`config.mk`:
```
export PLATFORM = sky130hd
export DESIGN_NAME = wb_writer
export DESIGN_NICKNAME = d
export VERILOG_FILES = /design/src/rtl/wb_pkg.sv /design/src/rtl/load_align.sv /design/src/rtl/wb_writer.sv
export SDC_FILE = /design/constraint.sdc
export NUM_CORES = 1
export LEC_CHECK = 0
export BUFFER_PORTS_ARGS = -buffer_cell sky130_fd_sc_hd__buf_2
export CAP_MARGIN = 25
export CORE_MARGIN = 5
export CORE_UTILIZATION = 49
export DETAILED_ROUTE_END_ITERATION = 10
export HOLD_SLACK_MARGIN = 0.15
export PLACE_DENSITY = 0.8
export RECOVER_POWER = 25
export SKIP_CTS_REPAIR_TIMING = 1
export SKIP_LAST_GASP = 1
export SLEW_MARGIN = 0
export SYNTH_ARGS = -nofsm -noshare
export SYNTH_HDL_FRONTEND = slang
export SYNTH_SLANG_ARGS = --single-unit
```
`constraint.sdc`:
```
create_clock -name clk -period 2.2 [get_ports clk]
set_input_delay 0.44 -clock clk [delete_from_list [all_inputs] [get_ports clk]]
set_output_delay 0.44 -clock clk [all_outputs]
set_load 0.05 [all_outputs]
```
`src/rtl/wb_pkg.sv`:
```
// wb_pkg: shared constants and types for the writeback unit.
// Load-type funct3 encodings and the hold-buffer state enum.
package wb_pkg;

  localparam logic [2:0] LB  = 3'b000;
  localparam logic [2:0] LH  = 3'b001;
  localparam logic [2:0] LW  = 3'b010;
  localparam logic [2:0] LBU = 3'b100;
  localparam logic [2:0] LHU = 3'b101;

  typedef enum logic {
    EMPTY = 1'b0,
    HELD  = 1'b1
  } hold_state_e;

endpackage

```
`src/rtl/load_align.sv`:
```
// load_align: extracts the addressed byte/half from a raw memory word and
// sign- or zero-extends it according to the load funct3. Purely combinational.
module load_align
  import wb_pkg::*;
#(
  parameter int N = 32
) (
  input  logic [N-1:0] i_rdata,
  input  logic [2:0]   i_funct3,
  input  logic [1:0]   i_addr_lo,
  output logic [N-1:0] o_data
);

  logic [7:0]  w_byte;
  logic [15:0] w_half;

  // Select the addressed byte/half, then extend per load type
  always_comb begin
    w_byte = i_rdata[{i_addr_lo, 3'b000} +: 8];
    w_half = i_rdata[{i_addr_lo[1], 4'b0000} +: 16];
    case (i_funct3)
      LB:      o_data = {{(N-8){w_byte[7]}}, w_byte};
      LBU:     o_data = {{(N-8){1'b0}}, w_byte};
      LH:      o_data = {{(N-16){w_half[15]}}, w_half};
      LHU:     o_data = {{(N-16){1'b0}}, w_half};
      default: o_data = i_rdata;
    endcase
  end

endmodule

```
`src/rtl/wb_writer.sv`:
```
// wb_writer: drives the register file's single write port, merging ALU
// results (priority) with formatted load responses held in a one-entry buffer.
// Optional macro WB_SCOREBOARD_EN adds a pending-load scoreboard and the
// read-after-load stall output; without it stall is tied low.
module wb_writer
  import wb_pkg::*;
#(
  parameter int N          = 32,
  parameter int STARVE_MAX = 4
) (
  input  logic         clk,
  input  logic         rst,
  input  logic         alu_valid,
  input  logic [4:0]   alu_rd,
  input  logic [N-1:0] alu_data,
  input  logic         ld_issue,
  input  logic [4:0]   ld_rd,
  input  logic         mem_valid,
  output logic         mem_ready,
  input  logic [N-1:0] mem_rdata,
  input  logic [2:0]   mem_funct3,
  input  logic [1:0]   mem_addr_lo,
  input  logic [4:0]   mem_rd,
  input  logic [4:0]   rs1,
  input  logic [4:0]   rs2,
  output logic         stall,
  output logic         alu_stall,
  output logic         Wr_en,
  output logic [4:0]   rd,
  output logic [N-1:0] Wr_data
);

  localparam int CW = $clog2(STARVE_MAX + 1);

  hold_state_e  r_state, w_state_nxt;
  logic [N-1:0] r_hold_data;
  logic [4:0]   r_hold_rd;
  logic [N-1:0] w_ld_fmt;
  logic         w_accept, w_drain, w_blocked;
  logic         r_wr_en, w_wr_en;
  logic [4:0]   r_rd, w_rd;
  logic [N-1:0] r_wr_data, w_wr_data;
  logic [CW-1:0] r_starve;
  logic         r_alu_stall;

  load_align #(.N(N)) u_load_align (
    .i_rdata   (mem_rdata),
    .i_funct3  (mem_funct3),
    .i_addr_lo (mem_addr_lo),
    .o_data    (w_ld_fmt)
  );

  assign mem_ready = (r_state == EMPTY);
  assign w_accept  = mem_valid & mem_ready;
  assign w_drain   = (r_state == HELD) & ~alu_valid;
  assign w_blocked = (r_state == HELD) & alu_valid;
  assign Wr_en     = r_wr_en;
  assign rd        = r_rd;
  assign Wr_data   = r_wr_data;
  assign alu_stall = r_alu_stall;

  // Hold-buffer next state: fill on accept, empty when the held entry wins
  always_comb begin
    w_state_nxt = r_state;
    case (r_state)
      EMPTY:   if (w_accept) w_state_nxt = HELD;
      HELD:    if (w_drain)  w_state_nxt = EMPTY;
      default: w_state_nxt = EMPTY;
    endcase
  end

  // Hold-buffer state register
  always_ff @(posedge clk or negedge rst) begin
    if (!rst) r_state <= EMPTY;
    else      r_state <= w_state_nxt;
  end

  // Capture the already-formatted load response on acceptance
  always_ff @(posedge clk or negedge rst) begin
    if (!rst) begin
      r_hold_data <= '0;
      r_hold_rd   <= '0;
    end else if (w_accept) begin
      r_hold_data <= w_ld_fmt;
      r_hold_rd   <= mem_rd;
    end
  end

  // Write-port arbitration: ALU first, otherwise the held load; x0 never written
  always_comb begin
    w_wr_en   = 1'b0;
    w_rd      = '0;
    w_wr_data = '0;
    if (alu_valid) begin
      w_wr_en   = (alu_rd != 5'd0);
      w_rd      = alu_rd;
      w_wr_data = alu_data;
    end else if (r_state == HELD) begin
      w_wr_en   = (r_hold_rd != 5'd0);
      w_rd      = r_hold_rd;
      w_wr_data = r_hold_data;
    end
  end

  // Registered register-file write port
  always_ff @(posedge clk or negedge rst) begin
    if (!rst) begin
      r_wr_en   <= 1'b0;
      r_rd      <= '0;
      r_wr_data <= '0;
    end else begin
      r_wr_en   <= w_wr_en;
      r_rd      <= w_rd;
      r_wr_data <= w_wr_data;
    end
  end

  // Starvation counter: saturates at STARVE_MAX, cleared when the hold drains
  always_ff @(posedge clk or negedge rst) begin
    if (!rst) begin
      r_starve    <= '0;
      r_alu_stall <= 1'b0;
    end else if (w_drain) begin
      r_starve    <= '0;
      r_alu_stall <= 1'b0;
    end else if (w_blocked && (r_starve != CW'(STARVE_MAX))) begin
      r_starve <= r_starve + CW'(1);
      if (r_starve + CW'(1) == CW'(STARVE_MAX)) r_alu_stall <= 1'b1;
    end
  end

`ifdef WB_SCOREBOARD_EN
  logic [31:0] r_pending, w_pending_nxt;
  logic        r_ld_wb;

  // Flags that the current write-port slot carries a load (clears its bit)
  always_ff @(posedge clk or negedge rst) begin
    if (!rst) r_ld_wb <= 1'b0;
    else      r_ld_wb <= w_drain;
  end

  // Clear on load writeback, then set on issue so set wins; x0 never pending
  always_comb begin
    w_pending_nxt = r_pending;
    if (r_ld_wb) w_pending_nxt[r_rd] = 1'b0;
    if (ld_issue && (ld_rd != 5'd0)) w_pending_nxt[ld_rd] = 1'b1;
    w_pending_nxt[0] = 1'b0;
  end

  // Scoreboard register
  always_ff @(posedge clk or negedge rst) begin
    if (!rst) r_pending <= '0;
    else      r_pending <= w_pending_nxt;
  end

  assign stall = r_pending[rs1] | r_pending[rs2];
`else
  logic w_unused_sb;
  assign w_unused_sb = ^{ld_issue, ld_rd, rs1, rs2};
  assign stall       = 1'b0;
`endif

endmodule

```
; ---- Word-level counts from Yosys, hierarchy flattened
; Index checks and enable logic that the tools add are counted.
[op_classes]
addsub = 1
eq_ne = 5
shift = 2
n_mux = 15
n_bitwise = 5
reduce_logical = 7
[ops]
columns = operator, count
row1 = case mux 32 bit (4 select lines), 1
row2 = two-way mux 32 bit, 2
row3 = indexed part select 32 x 6 -> 16 bit, 1
row4 = indexed part select 32 x 6 -> 8 bit, 1
row5 = two-way mux 5 bit, 2
row6 = nonzero test 5 bit, 2
row7 = == test 3 bit (second input constant), 3
row8 = two-way mux 1 bit, 7
row9 = two-way mux 3 bit, 2
row10 = nonzero test 2 bit, 2
row11 = adder 3 x 1 -> 3 bit (second input constant), 1
row12 = AND 1 bit, 3
row13 = == test 3 x 1 -> 1 bit (second input constant), 1
row14 = zero test 3 bit, 1
row15 = != test 3 bit (second input constant), 1
row16 = NOT 1 bit, 2
row17 = case mux 1 bit (2 select lines), 1
row18 = AND reduction 2 bit, 1
row19 = logical AND 1 bit, 1
[word_totals]
regBits = 80
in_bits = 99
output_inout_bits = 41
word_cells = 43

; ---- Depth between registers and ports, before layout
; Gate-level depths: netlist (run 1).
[depth]
word_depth = 5
ltp_mapped = 7
ltp_nobuf = 6

; ---- Hierarchy
; A second synthesis (run 1) with hierarchy kept.
[hier_totals]
cells_unflattened = 314
area_unflattened_um2 = 3822.4
[by_module_without_submodules]
columns = module, instances, cells_per_inst, area_per_inst_um2, seq_area_each_um2
row1 = wb_writer, 1, 205, 3194.3, 2001.9
row2 = load_align, 1, 109, 628.1, 0.0

; ---- Least setup slack after synthesis (run 1)
; OpenSTA, ideal clock, no wires.
[synth_path]
kind = input to register
start = input mem_addr_lo[0]
end = register r_hold_data[14]
setup_time_ns = 0.173
arrival_time_ns = 1.548
t_required_ns = 2.027
setup_slack_ns = 0.479
cell_stages = 3
n_path_buf = 0
path_cell_list = mux4_2 > a2111oi_4 > a2111oi_0
[synth_via]
elab_chain_cells = 2
[synth_rtl]
columns = item, line
row1 = from (decl), wb_writer.sv:22  ; input logic [1:0] mem_addr_lo,
row2 = indexed part select 32 x 6 -> 8 bit, load_align.sv:19  ; w_byte = i_rdata[{i_addr_lo, 3'b000} +: 8];
row3 = case mux 32 bit (4 select lines), load_align.sv:21  ; case (i_funct3)
row4 = to (signal assigned), wb_writer.sv:84  ; r_hold_data <= w_ld_fmt;
row5 = to (decl), wb_writer.sv:36  ; logic [N-1:0] r_hold_data;
; No other way between the ends.
; A chain may end at the register's enable or synchronous reset.

; ---- Final worst setup path (run 1)
[layout_path]
start = register r_state
end = output mem_ready
[layout_via]
elab_chain_cells = 1
[layout_rtl]
columns = item, line
row1 = from (decl), wb_writer.sv:35  ; hold_state_e r_state, w_state_nxt;
row2 = from (signal assigned), wb_writer.sv:75  ; else r_state <= w_state_nxt;
row3 = NOT 1 bit, wb_writer.sv:53  ; assign mem_ready = (r_state == EMPTY);
row4 = to (decl), wb_writer.sv:19  ; output logic mem_ready,
; No other way between the ends.

==> flow_metrics.py, run 1 <==
metrics = {
    "min_path": {
        "hp-class": "in -> reg",
        "min-delay-start": "mem_rd[1]",
        "whs_endpoint": "r_hold_rd[1]",
        "min_delay_path_depth": 3,
    },
    "die": {
        "die_x_um": 96.73,
        "coreArea_um2": 7292,
        "ios": 140,
        "dieHeight_um": 96.73,
        "die_area_um2": 9357,
        "start_util_pct": 50.55,
        "fp-row-count": 31,
    },
    "drt": {
        "vias_per_cell": 5.432,
        "drc": 0,
        "dr.pass1.iters": 4,
        "vias": 3107,
        "drt-initial-drc-count": 185,
        "wl_per_cell_um": 16.50,
        "ant_nets": 0,
        "totalWireLength_um": 9436,
    },
    "worst_setup_path": {
        "worst-r2r-cell-count": 4,
        "critPathMaxFanout": 7,
        "crit_path_start_kind": "flip-flop",
        "r2r_slack_ps": 490,
        "cp.arrival_ps": 1390,
        "slowest_delay_ps": 410,
        "critPathSlowestCell": "dfrtp_1",
        "path_class": "reg -> out",
        "endpoint_kind": "output port",
        "worst-path-buf-inv": 3,
        "r2r_start": "r_state",
        "required_ps": 1760,
        "cp_cell_sequence": "clkbuf_1, inv_1, buf_2",
        "critPathTopFamily": "buffers and inverters",
        "cp_num_cells": 3,
        "r2r_end": "r_hold_data[7]",
    },
    "timing": {
        "period_minus_slack_ps": 1831,
        "setup_viol": 0,
        "slew_headroom_pct": 18.42,
        "max_clock_freq_mhz": 546.0,
        "fin_setup_tns_ps": 0,
        "hold_viol": 0,
        "period_share_pct": 83.25,
        "final_max_slew_viol_count": 0,
        "rsz0062_at_grt": "no",
        "clock_skew_ps": 4.653,
        "holdWs_ps": 280.8,
        "worst-slew-pin-transition_ps": 1224,
    },
    "global_route": {
        "grt_pass1_wl_um": 15700,
        "grt_util_met3_pct": 6.331,
        "grt.met1_usage_pct": 27.26,
        "grt_start_max_net_pins": 51,
        "overflow": 0,
        "met2_usage_pct": 33.28,
        "track_usage_pct": 20.79,
        "grt_pass1_vias": 3194,
        "antenna_found_initial": 0,
        "grt-busiest-layer": "met2",
    },
    "synthesis": {
        "syn_nets": 446,
        "synth_top_family_by_area": "compound AO/OA/AOI/OAI gates",
        "async_reset_ff_share_pct": 100.0,
        "yosys_warnings": 0,
        "synthAdderAreaFrac_pct": 1.018,
        "syn-cell-area_um2": 3686,
        "muxShareOfSynthArea_pct": 3.632,
        "syn_area_per_cell_um2": 10.72,
        "yosys.area_share.xor_xnor_pct": 0,
        "synth_sequential_area_ratio_pct": 54.31,
        "netlist_instances": 344,
        "ys_seq_elements": 80,
        "synth_ff_type": "dfrtp_1",
        "synth.distinct_cells": 40,
        "synth_compound_area_share_pct": 22.64,
        "synth-simple-area-share_pct": 13.31,
        "synth_edf_count": 0,
    },
    "pwr": {
        "leakagePower_uw": 0.002233,
        "p_per_area_nw_per_um2": 872.2,
        "ir_drop_v": 0.0003947,
    },
    "final_layout": {
        "layout.nets": 570,
        "fillers": 658,
        "final_common_cell": "buf_2",
        "fin_cells": 572,
        "antenna_cells": 0,
        "areaGrowthSynthToFinish_pct": 24.41,
        "fin_area_um2": 4586,
        "final_cell_mix": "buf_2, dfrtp_1, nand2_1, a22o_1, nor2_1",
        "drive_gt1_share_pct": 34.25,
    },
    "cts": {
        "numCtsBuffers": 9,
        "clk_pin_slew_worst_paths_ps": 90,
        "htree_levels": 3,
        "clockBufferDepth": 2,
        "cts.sinks": 80,
        "cts_tree": "yes",
        "clkLatencyLatePin_ps": 350,
        "clk_root_buffer_cell": "clkbuf_8",
    },
    "placement": {
        "dp.cells": 555,
        "dp_hpwl_um": 7256,
        "placed_area_um2": 4403,
        "io_buffers": 122,
        "gp_congestion": 0.9119,
    },
    "run_status": {
        "status": "finished, final reports clean",
    },
    "job": {
        "maxCapViolations": 0,
    },
}
## report_power, final
| part | leakage, uW | internal [uW] | switching [uW] |
|---|---|---|---|
| clock network | 0.0000862 | 419 | 558 |
| logic | 0.00117 | 393 | 727 |
| registers | 0.000975 | 1740 | 164 |
| total | 0.00223 | 2550 | 1450 |
## layout make-up
type | count | area (um^2) | share of cell area (%)
inverters | 5 | 18.77 | 0.4093
clock buffers | 9 | 123.9 | 2.701
well taps | 99 | 123.9 | 2.701
flip-flops and latches | 80 | 2002 | 43.66
multi-input cells | 232 | 1505 | 32.82
repair buffers | 140 | 757.0 | 16.51
clock inverters | 7 | 55.05 | 1.201
## worst reg2reg max path, stage by stage (launching register included)
cell,delay (ps)
dfrtp_1,430
nand2b_1,350
buf_4,300
a2111oi_0,410
a311oi_1,90
## worst max path at each step
stage / start / to / slack [ps]
2_1_floorplan: mem_addr_lo[0] / r_hold_data[14] / 480
3_3_place_gp: mem_addr_lo[0] / r_hold_data[14] / 220
3_5_place_dp: mem_addr_lo[0] / r_hold_data[14] / 170
5_1_grt: rst / r_hold_data[7] / 270
4_1_cts: r_state / mem_ready / 420
6_report: r_state / mem_ready / 370
## through the flow
step	power, uW	utilization [%]	worst slack [ps]
after floorplan	2683	-	478.8
after global placement	3014	60.38	223.2
after detailed placement	3061	60.38	171.4
after CTS	4040	62.83	422.9
after global routing	4233	62.89	266.4
final	4000	62.89	368.6
## cells by family after synthesis
family | Yosys count
buffers and inverters | 32
DFF | 80
muxes | 12
AOI/OAI and AO/OA | 114
adders and majority gates | 3
and+or+nand+nor | 102
other | 1
## flip-flops by register name, indices dropped and copies added, names as in the netlist
name,count
r_state,1
Wr_en,1
r_hold_rd,5
r_starve,3
r_hold_data,32
Wr_data,32
alu_stall,1
rd,5
## Yosys cell counts, types with 4 or more instances
master / instances / area [um^2]
dfrtp_1: 80 / 2002
nand2_1: 48 / 180.2
a22o_1: 38 / 332.8
nor2_1: 25 / 93.84
a211oi_1: 22 / 165.2
a21oi_1: 21 / 105.1
o21ai_0: 16 / 80.08
clkbuf_1: 11 / 41.29
mux2i_1: 10 / 100.1
nand3b_1: 7 / 52.55
buf_2: 6 / 30.03
inv_1: 5 / 18.77
o211ai_1: 5 / 37.54
or3_1: 5 / 31.28
buf_4: 4 / 30.03
nor2b_1: 4 / 25.02
nor3b_1: 4 / 30.03
## layer usage
layer / routed length (um) / share of wire [%]
met4: 142 / 1.5
met2: 4675 / 50
met1: 3949 / 42
met3: 669 / 7.1
met5: 0 / 0
(Power assumes the default switching activity.)
==> inputs of run 2 (changes only) <==
--- a/config.mk
+++ b/config.mk
@@ -8,10 +8,10 @@
 export BUFFER_PORTS_ARGS = -buffer_cell sky130_fd_sc_hd__buf_2
 export CAP_MARGIN = 25
 export CORE_MARGIN = 5
-export CORE_UTILIZATION = 49
+export CORE_UTILIZATION = 44
 export DETAILED_ROUTE_END_ITERATION = 10
 export HOLD_SLACK_MARGIN = 0.15
-export PLACE_DENSITY = 0.8
+export PLACE_DENSITY = 0.76
 export RECOVER_POWER = 25
 export SKIP_CTS_REPAIR_TIMING = 1
 export SKIP_LAST_GASP = 1
==> constraint.sdc (replaced) <==
create_clock -name clk -period 1.6 [get_ports clk]
set_input_delay 0.32 -clock clk [delete_from_list [all_inputs] [get_ports clk]]
set_output_delay 0.32 -clock clk [all_outputs]
set_load 0.05 [all_outputs]
==> run 2 against run 1 <==
Combinational power up 44%. Routed wire length increased by 8.2%. Hold slack worse by 130 ps. Global-route usage is 0.30 points lower. Clock skew is 4.5 ps higher. Power is 48% higher. Sequential share of layout area decreased by 1.9 points. Via count grew 2.7%. First-iteration DRC count fell by 26%. Utilization shrank 4.2 points. Die area rose by 10%. Largest cell class unchanged. Highest routed layer unchanged.
==> flow_metrics.py, run 2 (synthesized netlist as in run 1, its figures left out) <==
metrics = {
    "placement": {
        "dp_hpwl_um": 7808,
        "gp_congestion": 0.8661,
        "dp.cells": 573,
        "io_buffers": 122,
    },
    "final_layout": {
        "final_cell_mix": "buf_2, dfrtp_1, nand2_1, a22o_1, buf_4",
        "areaGrowthSynthToFinish_pct": 30.11,
        "layout.nets": 582,
        "drive_gt1_share_pct": 36.49,
        "fillers": 739,
        "antenna_cells": 0,
        "final_common_cell": "buf_2",
        "fin_cells": 590,
    },
    "worst_setup_path": {
        "required_ps": 1280,
        "path_class": "reg -> out",
        "crit_path_start_kind": "flip-flop",
        "cp.arrival_ps": 1250,
        "critical_path.startpoint": "r_state",
        "critPathMaxFanout": 7,
        "r2r_start": "r_state",
        "endpoint_kind": "output port",
    },
    "die": {
        "dieHeight_um": 101.5,
        "ios": 140,
        "start_util_pct": 45.09,
        "die_x_um": 101.5,
        "fp-row-count": 33,
        "coreArea_um2": 8175,
        "die_area_um2": 10310,
    },
    "drt": {
        "drc": 0,
        "wl_per_cell_um": 17.31,
        "vias_per_cell": 5.407,
        "drt-initial-drc-count": 136,
        "ant_nets": 0,
        "vias": 3190,
        "totalWireLength_um": 10210,
        "dr.pass1.iters": 4,
    },
    "cts": {
        "clockBufferDepth": 2,
        "clk_pin_slew_worst_paths_ps": 90,
        "clkLatencyLatePin_ps": 350,
        "cts_tree": "yes",
        "numCtsBuffers": 9,
        "clk_root_buffer_cell": "clkbuf_8",
        "htree_levels": 3,
        "cts.sinks": 80,
    },
    "timing": {
        "worst-slew-pin-transition_ps": 708.7,
        "rsz0062_at_grt": "yes",
        "slew_headroom_pct": 52.75,
        "final_max_slew_viol_count": 0,
        "clock_skew_ps": 9.188,
        "setup_viol": 0,
        "hold_viol": 0,
        "period_minus_slack_ps": 1573,
        "holdWs_ps": 154.1,
        "fin_setup_tns_ps": 0,
        "max_clock_freq_mhz": 635.7,
        "period_share_pct": 98.32,
    },
    "global_route": {
        "overflow": 0,
        "grt_pass1_vias": 3253,
        "antenna_found_initial": 0,
        "track_usage_pct": 20.49,
        "grt_pass1_wl_um": 16130,
        "grt_start_max_net_pins": 37,
    },
    "pwr": {
        "ir_drop_v": 0.0004504,
        "leakagePower_uw": 0.002340,
        "p_per_area_nw_per_um2": 1231,
        "p_total_uw": 5903,
    },
    "job": {
        "maxCapViolations": 0,
    },
    "min_path": {
        "hp-class": "in -> reg",
        "min-delay-start": "mem_rd[0]",
    },
    "run_status": {
        "status": "finished, final reports clean",
    },
}
==> run 2: cell count changes in the layout (fill, tap and decap cells not counted), sizes merged <==
| cell | change |
|---|---|
| bufinv | +2 |
| inv | -1 |
| clkinv | -1 |
| buf | +13 |
| clkinvlp | -1 |
==> run 2: final timing paths <==
check,endpoint,cells past startpoint,slack (ps)
min in group asynchronous,Wr_data[6],2,550
setup / recovery,mem_ready,3,30
hold reg to reg,r_hold_data[2],2,490
hold / removal,r_hold_rd[0],3,150
setup reg to reg,r_hold_data[7],4,100
max in group asynchronous,r_hold_data[17],3,330
==> run 2: cell type report <==
| class | instances | area (um^2) | share of cell area [%] |
|---|---|---|---|
| repair buffers | 152 | 903.4 | 18.84 |
| clock inverters | 6 | 90.09 | 1.878 |
| clock buffers | 10 | 137.6 | 2.870 |
| flip-flops and latches | 80 | 2002 | 41.74 |
| inverters | 5 | 18.77 | 0.3913 |
| multi-input cells | 232 | 1513 | 31.54 |
| well taps | 105 | 131.4 | 2.739 |
==> run 2: power by group <==
part	internal (uW)	leakage [uW]	total, uW	switching (uW)
registers	2390	0.000975	2620	231
logic	590	0.00125	1610	1020
clock network	926	0.000113	1670	744
total	3910	0.00234	5900	1990
==> run 2: worst max-delay path: stages (launching register included) <==
cell	delay, ps
dfrtp_1	410
buf_4	170
inv_1	110
buf_4	210
==> run 2: through the flow <==
stage          setup WS [ps]  instance area [um^2]  util [%]
3_5_place_dp          -209.0                  4556     55.72
5_1_grt               -32.66                  4796     58.66
2_1_floorplan          6.360                  3694         -
3_3_place_gp          -129.7                  4556     55.72
4_1_cts               -55.64                  4783     58.51
6_report               26.85                  4796     58.66
==> run 2: per-layer routing <==
metal | vias up | global-route usage, % | routed length (um)
met5 | - | 0 | 0
met4 | 0 | 6.544 | 133
met3 | 12 | 3.857 | 782
met2 | 117 | 35.06 | 5157
met1 | 1544 | 26.27 | 4138
li1 | 1517 | - | -
